===== src/rtl/gf180mcu_fd_sc_mcu7t5v0__dffrs_pipe_pkg.sv =====
// Shared sizing helpers for the dffrs register pipeline macro.
package gf180mcu_fd_sc_mcu7t5v0__dffrs_pipe_pkg;

    localparam int unsigned DefaultWidth = 8;
    localparam int unsigned DefaultDepth = 2;

    // Fill counter must represent 0..depth inclusive.
    function automatic int unsigned cnt_width(input int unsigned depth);
        return $clog2(depth + 1);
    endfunction

    function automatic int unsigned chain_len(input int unsigned width, input int unsigned depth);
        return width * depth;
    endfunction

endpackage


===== src/rtl/gf180mcu_fd_sc_mcu7t5v0__dffrs_pipe_if.sv =====
// Data/control bundle of the dffrs pipeline; clock and reset stay as plain ports.
interface gf180mcu_fd_sc_mcu7t5v0__dffrs_pipe_if #(
    parameter int unsigned WIDTH = 8
);
    logic [WIDTH-1:0] D;
    logic             E;
    logic             CLR;
    logic             SE;
    logic             SI;
    logic [WIDTH-1:0] Q;
    logic             SO;
    logic             VLD;

    modport master (output D, E, CLR, SE, SI, input Q, SO, VLD);
    modport slave  (input D, E, CLR, SE, SI, output Q, SO, VLD);
endinterface


===== src/rtl/gf180mcu_fd_sc_mcu7t5v0__dffrs_stage.sv =====
// One WIDTH-bit pipeline stage: async load of INIT, scan shift, sync clear, enabled capture.
module gf180mcu_fd_sc_mcu7t5v0__dffrs_stage #(
    parameter int unsigned    WIDTH = 8,
    parameter logic [WIDTH-1:0] INIT  = {WIDTH{1'b1}}
) (
    input  logic             CLK,
    input  logic             RN,
    input  logic             se_i,
    input  logic             clr_i,
    input  logic             e_i,
    input  logic [WIDTH-1:0] d_i,
    input  logic             si_i,
    output logic [WIDTH-1:0] q_o
);

    logic [WIDTH-1:0] stage_q;
    logic [WIDTH-1:0] stage_d;
    logic [WIDTH-1:0] shift_v;

    // Serial data enters at bit 0 and leaves from bit WIDTH-1.
    if (WIDTH == 1) begin : g_shift_bit
        assign shift_v = si_i;
    end else begin : g_shift_vec
        assign shift_v = {stage_q[WIDTH-2:0], si_i};
    end

    // Ternaries rather than if/else so an unknown control merges candidates bitwise.
    always_comb begin
        stage_d = se_i ? shift_v : (clr_i ? INIT : (e_i ? d_i : stage_q));
    end

    always_ff @(posedge CLK or negedge RN) begin
        if (!RN) begin
            stage_q <= INIT;
        end else begin
            stage_q <= stage_d;
        end
    end

    assign q_o = stage_q;

endmodule


===== src/rtl/gf180mcu_fd_sc_mcu7t5v0__dffrs_pipe.sv =====
// WIDTH x DEPTH reset-value-programmable register pipeline with scan chain and fill tracker.
module gf180mcu_fd_sc_mcu7t5v0__dffrs_pipe
    import gf180mcu_fd_sc_mcu7t5v0__dffrs_pipe_pkg::*;
#(
    parameter int unsigned      WIDTH = DefaultWidth,
    parameter int unsigned      DEPTH = DefaultDepth,
    parameter logic [WIDTH-1:0] INIT  = {WIDTH{1'b1}}
) (
    input logic CLK,
    input logic RN,
    gf180mcu_fd_sc_mcu7t5v0__dffrs_pipe_if.slave bus
);

    localparam int unsigned    CntW    = cnt_width(DEPTH);
    localparam logic [CntW-1:0] CntFull = CntW'(DEPTH);

    logic [WIDTH-1:0] stage_in [DEPTH];
    logic             stage_si [DEPTH];
    logic [WIDTH-1:0] stage_q  [DEPTH];
    logic [CntW-1:0]  cnt_q;
    logic [CntW-1:0]  cnt_d;
    logic [CntW-1:0]  cnt_inc;

    for (genvar k = 0; k < DEPTH; k++) begin : g_stage
        if (k == 0) begin : g_head
            assign stage_in[k] = bus.D;
            assign stage_si[k] = bus.SI;
        end else begin : g_body
            assign stage_in[k] = stage_q[k-1];
            assign stage_si[k] = stage_q[k-1][WIDTH-1];
        end

        gf180mcu_fd_sc_mcu7t5v0__dffrs_stage #(
            .WIDTH (WIDTH),
            .INIT  (INIT)
        ) u_stage (
            .CLK   (CLK),
            .RN    (RN),
            .se_i  (bus.SE),
            .clr_i (bus.CLR),
            .e_i   (bus.E),
            .d_i   (stage_in[k]),
            .si_i  (stage_si[k]),
            .q_o   (stage_q[k])
        );
    end

    // Scan and clear both invalidate the pipe contents; capture saturates at DEPTH.
    always_comb begin
        cnt_inc = (cnt_q == CntFull) ? cnt_q : cnt_q + CntW'(1);
        cnt_d   = bus.SE ? {CntW{1'b0}} :
                  (bus.CLR ? {CntW{1'b0}} : (bus.E ? cnt_inc : cnt_q));
    end

    always_ff @(posedge CLK or negedge RN) begin
        if (!RN) begin
            cnt_q <= {CntW{1'b0}};
        end else begin
            cnt_q <= cnt_d;
        end
    end

    assign bus.Q   = stage_q[DEPTH-1];
    assign bus.SO  = stage_q[DEPTH-1][WIDTH-1];
    assign bus.VLD = (cnt_q == CntFull);

endmodule


===== src/flat_wrapper.sv =====
// flat-port wrapper written by rule: the top's interface ports become plain ports
module gf180mcu_fd_sc_mcu7t5v0__dffrs_pipe_flat import gf180mcu_fd_sc_mcu7t5v0__dffrs_pipe_pkg::*;
#(
    parameter int unsigned      WIDTH = DefaultWidth,
    parameter int unsigned      DEPTH = DefaultDepth,
    parameter logic [WIDTH-1:0] INIT  = {WIDTH{1'b1}}
)
  (CLK, RN, bus_D, bus_E, bus_CLR, bus_SE, bus_SI, bus_Q, bus_SO, bus_VLD);
  gf180mcu_fd_sc_mcu7t5v0__dffrs_pipe_if #(.WIDTH(WIDTH)) bus_i ();
  input logic CLK;
  input logic RN;
  input wire logic [$bits(bus_i.D)-1:0] bus_D;
  input wire logic [$bits(bus_i.E)-1:0] bus_E;
  input wire logic [$bits(bus_i.CLR)-1:0] bus_CLR;
  input wire logic [$bits(bus_i.SE)-1:0] bus_SE;
  input wire logic [$bits(bus_i.SI)-1:0] bus_SI;
  output wire logic [$bits(bus_i.Q)-1:0] bus_Q;
  output wire logic [$bits(bus_i.SO)-1:0] bus_SO;
  output wire logic [$bits(bus_i.VLD)-1:0] bus_VLD;
  assign bus_i.D = bus_D;
  assign bus_i.E = bus_E;
  assign bus_i.CLR = bus_CLR;
  assign bus_i.SE = bus_SE;
  assign bus_i.SI = bus_SI;
  assign bus_Q = bus_i.Q;
  assign bus_SO = bus_i.SO;
  assign bus_VLD = bus_i.VLD;
  gf180mcu_fd_sc_mcu7t5v0__dffrs_pipe #(.WIDTH(WIDTH), .DEPTH(DEPTH), .INIT(INIT)) u_core (.CLK(CLK), .RN(RN), .bus(bus_i));
endmodule

===== config.mk =====
export PLATFORM = sky130hd
export DESIGN_NAME = gf180mcu_fd_sc_mcu7t5v0__dffrs_pipe_flat
export DESIGN_NICKNAME = d
export VERILOG_FILES = /design/src/rtl/gf180mcu_fd_sc_mcu7t5v0__dffrs_pipe_pkg.sv /design/src/rtl/gf180mcu_fd_sc_mcu7t5v0__dffrs_pipe_if.sv /design/src/rtl/gf180mcu_fd_sc_mcu7t5v0__dffrs_stage.sv /design/src/rtl/gf180mcu_fd_sc_mcu7t5v0__dffrs_pipe.sv /design/src/flat_wrapper.sv
export SDC_FILE = /design/constraint.sdc
export NUM_CORES = 1
export LEC_CHECK = 0
export BUFFER_PORTS_ARGS = -buffer_cell sky130_fd_sc_hd__buf_4
export CORE_ASPECT_RATIO = 1.5
export CORE_MARGIN = 1
export CORE_UTILIZATION = 25
export DETAILED_ROUTE_END_ITERATION = 8
export PLACE_DENSITY = 0.41
export RECOVER_POWER = 100
export REMOVE_ABC_BUFFERS = 1
export SYNTH_ARGS = -nofsm -noshare
export SYNTH_HDL_FRONTEND = slang
export SYNTH_HIERARCHICAL = 1
export SYNTH_SLANG_ARGS = --single-unit

===== constraint.sdc =====
create_clock -name CLK -period 1.3 [get_ports CLK]
set_input_delay 0.065 -clock CLK [delete_from_list [all_inputs] [get_ports CLK]]
set_output_delay 0.065 -clock CLK [all_outputs]
set_load 0.01 [all_outputs]

## Yosys cells after proc, flatten, opt, wreduce, memory -nomap -nowiden

Index checks and enable logic that the tools add are counted.

| word-level totals | value |
|---|---|
| flip-flop bits (word level) | 18 |
| input port bits | 14 |
| output and inout bits | 10 |

| cells by class | value |
|---|---|
| muxes and demuxes | 10 |
| equality and inequality tests | 2 |
| $add $sub $neg | 1 |
| reduce and logical (&&, ||, !) cells | 2 |

Operator list:

| kind | number |
|---|---|
| $mux W8 | 6 |
| $mux W2 | 4 |
| $ne A3 B3 Y1 const B | 1 |
| $reduce_bool A3 Y1 | 1 |
| $add A2 B1 Y2 const B | 1 |
| $eq A2 B2 Y1 const B | 1 |
| $reduce_and A2 Y1 | 1 |

## Longest topological paths before layout

| logic depth | value |
|---|---|
| depth in word-level cells | 5 |
| gate-level depth with buffers | 5 |

## Cells and area by module

The synthesis kept the hierarchy.

By module, submodules not included:

| module | times used | seq. area each (um^2) | cells an instance | area each (um^2) |
|---|---|---|---|---|
| gf180mcu_fd_sc_mcu7t5v0__dffrs_stage | 2 | 210.2 | 34 | 397.9 |
| gf180mcu_fd_sc_mcu7t5v0__dffrs_pipe | 1 | 50.0 | 11 | 133.9 |

## Worst setup path after synthesis

Ideal clock, no wire load.

| timing path | value |
|---|---|
| path type | reg2reg |
| start point | register u_core.cnt_q[0] |
| end point | register u_core.cnt_q[0] |
| clock period less this slack | 1,097 ps |
| cell stages (with the launch flop) | 6 |
| library setup time | 120 ps |
| slack | 203 ps |
| arrival time | 977 ps |
| cells stage by stage | dfrtp_1 inv_1 ha_1 nand2b_4 xnor2_1 nor3_2 |

| on the way | value |
|---|---|
| elaborated cells between the ends (all ways) | 8 |
| classes of those cells | add/sub (1); eq/ne (2); mux (4); reduce/logical (1) |

RTL lines:

| what | line | RTL |
|---|---|---|
| from (decl) | gf180mcu_fd_sc_mcu7t5v0__dffrs_pipe.sv:20 | `logic [CntW-1:0] cnt_q;` |
| from (signal assigned) | gf180mcu_fd_sc_mcu7t5v0__dffrs_pipe.sv:57 | `cnt_q <= {CntW{1'b0}};` |
| from (signal assigned) | gf180mcu_fd_sc_mcu7t5v0__dffrs_pipe.sv:59 | `cnt_q <= cnt_d;` |
| $eq A2 B2 Y1 | n/a |  |
| named net bus_VLD | flat_wrapper.sv:19 | `output wire logic [$bits(bus_i.VLD)-1:0] bus_VLD;` |
| $ne A3 B3 Y1 (no source line) | n/a |  |
| $reduce_and A2 Y1 (no source line) | n/a |  |

The timed path passes the listed nets, and every way through them passes these cells. The select of a mux whose other input is x is not followed.
A chain may end at the register's enable or synchronous reset.

## Worst setup path after layout

| timing path | value |
|---|---|
| start point | register u_core.cnt_q[0] |
| end point | register u_core.cnt_q[0] |

| on the way | value |
|---|---|
| cells in the longest elaborated chain, start to end | 5 |
| elaborated cells between the ends (all ways) | 8 |
| classes of those cells | add/sub (1); eq/ne (2); mux (4); reduce/logical (1) |

RTL lines:

| what | line | RTL |
|---|---|---|
| $add A2 B1 Y2 | gf180mcu_fd_sc_mcu7t5v0__dffrs_pipe.sv:50 | `cnt_inc = (cnt_q == CntFull) ? cnt_q : cnt_q + CntW'(1);` |
| $mux W2 | gf180mcu_fd_sc_mcu7t5v0__dffrs_pipe.sv:50 |  |
| $mux W2 (2 in series) | gf180mcu_fd_sc_mcu7t5v0__dffrs_pipe.sv:52 | `(bus.CLR ? {CntW{1'b0}} : (bus.E ? cnt_inc : cnt_q));` |
| $mux W2 | gf180mcu_fd_sc_mcu7t5v0__dffrs_pipe.sv:51 | `cnt_d = bus.SE ? {CntW{1'b0}} :` |

Several ways; a longest one is shown, not always the timed one. The select of a mux whose other input is x is not followed.

==> run_results.csv <==
group,metric,value,unit
outcome,run_status,"completed",
synthesis,post_synth_most_frequent_cells,"17 x sky130_fd_sc_hd__a21oi_1, 16 x sky130_fd_sc_hd__dfstp_2, 16 x sky130_fd_sc_hd__mux2i_1, 16 x sky130_fd_sc_hd__nor2b_1",
detailed_routing,route.vias.total,664,
detailed_routing,detail_route.wirelength,2.00,mm
placement,gp_congestion,0.603,
synthesis,syn-mean-instance-area,11.8,um2
synthesis,post-synth-top-count-cell,"sky130_fd_sc_hd__a21oi_1",
timing,worst-slew-pin-transition,468,ps
die,die_height,76.7,um
detailed_routing,detail-route-antenna-nets,0,
grt,grt_pass1_vias,714,
die,starting_density_of_the_core,0.267,
synthesis,synth_sequential_area_ratio,0.506,
placement,buffer_ports.inserted,23,
setup_path,worstPathRequired,1440,ps
timing,fin_crit,1150,ps
synthesis,synth_edf_count,0,
setup_path,type_of_element_launching_the_critical_path,"register",
finish,final_layout_size_suffix_gt1_frac,0.260,
finish,area.growth.synth_to_final,24.8,%
finish,final_core_utilization,0.333,
setup_path,worstPathBufferInverterCount,1,
clocking,clock_tree.root_cell,"sky130_fd_sc_hd__clkbuf_8",
clocking,h-tree-depth,1,
synthesis,synth_warnings,6,
timing,setup_violations,0,
timing,fin_worst_hold_slack,11.4,ps
clocking,path_clk_slew,70,ps
grt,grt_start_max_net_pins,21,
timing,timing.final.crit_share,0.886,
detailed_routing,drt_iter0_drc,2,
clocking,cts.sink_count,18,
grt,initial_antenna_violation_count,0,
timing,setup_tns,0,ps
finish,n_antenna_cell,0,
setup_path,rrSetupSlack,150,ps
flow_run,max_cap_violations,0,
timing,maxSlewViolCount,0,
clocking,cts_resized,0,
setup_path,cell_type_of_the_slowest_stage_on_the_worst_timing_path,"sky130_fd_sc_hd__dfrtp_1",
pwr,pwr_density_cell,1120,nW/um2
synthesis,post_synth_instance_area,930,um2
synthesis,ys_dominant_reg_cell,"sky130_fd_sc_hd__dfstp_2",
detailed_routing,drt-vias-per-instance,4.55,
synthesis,area_contributors_post_synth,"sky130_fd_sc_hd__dfstp_2 45%, sky130_fd_sc_hd__mux2i_1 17%, sky130_fd_sc_hd__nor2b_1 11%",
timing,skew,2.46,ps
synthesis,post-synth-top-area-fraction,0.452,
grt,grt_pass1_wl,3.43,mm
synthesis,post_synth_top_area_cell,"sky130_fd_sc_hd__dfstp_2",
timing,final_hold_viol_count,0,
setup_path,cp_max_fo,3,
setup_path,wp_data_arrival,1290,ps
setup_path,crit_chain,"inv_1 -> ha_1 -> nand2b_1 -> xnor2_1 -> nor3_2",
timing,maxClockFrequency,868,MHz
pwr,leakage,0.000466,uW
die,io-pin-count,24,
worst_hold_path,hold_path.class,"in2reg",
synthesis,synth_cells,79,
detailed_routing,detailedRoute.firstPassIterationCount,3,
setup_path,setup.worst_path.end_class,"register",
synthesis,share_of_async_settable_or_async_resettable_flops_after_synthesis,1.00,
timing,setup_repair_after_global_routing_missed_its_margin,"false",
clocking,numCtsBuffers,3,
grt,grt_usage,0.116,
clocking,tritoncts,"yes",
clocking,cts.path.max_buffers,2,
finish,final_nets,120,
pwr,peak_vdd_ir,0.000588,V
die,area_of_the_die,3970,um2
die,die_w,51.8,um
synthesis,yosysUniqueCellTypes,14,
die,core-area,3480,um2
setup_path,critPathKind,"reg2reg",
detailed_routing,wl_per_cell,13.7,um
clocking,clock_latency_late_sink,250,ps
die,std_cell_rows,26,
setup_path,crit_family,"flip-flops",
setup_path,critical-path-max-stage-delay,330,ps
placement,dpl.hpwl,1.37,mm
synthesis,ys_ff_latch,18,
grt,grt.overflow.total,0,
timing,maxSlewHeadroom,0.688,
pwr,design_power_total,1300,uW
detailed_routing,drc,0,
==> final cells by class <==
type / instances / area [um2]
Sequential cell: 18 / 470
Tap cell: 42 / 52.6
Multi-Input combinational cell: 57 / 413
Timing Repair Buffer: 24 / 165
Inverter: 1 / 3.75
Clock buffer: 4 / 55.1
Fill cell: 375 / 2320
==> power breakdown <==
part / switching (uW) / internal, uW
Sequential: 32.1 / 616
Combinational: 97.9 / 98.9
Clock: 185 / 269
==> final timing paths <==
| kind | depth (start not counted) | endpoint | from |
|---|---|---|---|
| worst max-delay path | 5 | u_core/cnt_q[0]$_DFFE_PN0P_ | u_core/cnt_q[0]$_DFFE_PN0P_ |
| worst min-delay path | 2 | u_core/cnt_q[1]$_DFFE_PN0P_ | bus_CLR |
| worst max register to register | 5 | u_core/cnt_q[0]$_DFFE_PN0P_ | u_core/cnt_q[0]$_DFFE_PN0P_ |
| worst min register to register | 2 | u_core/g_stage[1].u_stage/q_o[7]$_DFFE_PN1P_ | u_core/g_stage[1].u_stage/q_o[6]$_DFFE_PN1P_ |
| max in group asynchronous | 2 | u_core/g_stage[1].u_stage/q_o[2]$_DFFE_PN1P_ | RN |
| min in group asynchronous | 2 | u_core/cnt_q[1]$_DFFE_PN0P_ | RN |
==> stage by stage <==
stage,std cells,instance area (um2),setup slack (ps)
floorplan,76,900,203
global placement,141,1120,221
detailed placement,141,1120,184
CTS,146,1190,167
global route,146,1160,79.1
finish,146,1160,148
==> state kept, by name (all words and copies together) (netlist names) <==
| register | flops |
|---|---|
| u_core/cnt_q | 2 |
| u_core/g_stage.u_stage/q_o | 16 |
==> cell families after synthesis <==
group | count (synthesis) | synth area share
simple gates | 22 | 0.171
flops | 18 | 0.506
compound gates | 17 | 0.0915
mux | 16 | 0.172
buf+inv | 4 | 0.0363
xor+xnor | 1 | 0.00942
fa+ha+maj | 1 | 0.0135
==> routing by layer <==
metal  GRT usage  share of wire
met1       0.136           0.43
met2       0.194           0.51
met3      0.0198          0.039
met4      0.0649          0.020
met5           0              0
==> cell usage in the layout, fill, tap and decap left out, drive strengths merged <==
cell,netlist,layout
nor3b,1,1
nor3,2,2
dfstp,16,16
dlygate4sd3,0,1
mux2i,16,16
ha,1,1
buf,3,18
nor2b,16,16
a21oi,17,17
dfrtp,2,2
nor2,2,2
clkbuf,0,9
xnor2,1,1
inv,1,1
nand2b,1,1
==> repair_timing <==
action / CTS / global route
hold endpoints to repair: 18 / 0
hold buffers: 1 / 0
setup buffers: 0 / 0
Power figures use the tool's default switching activity.
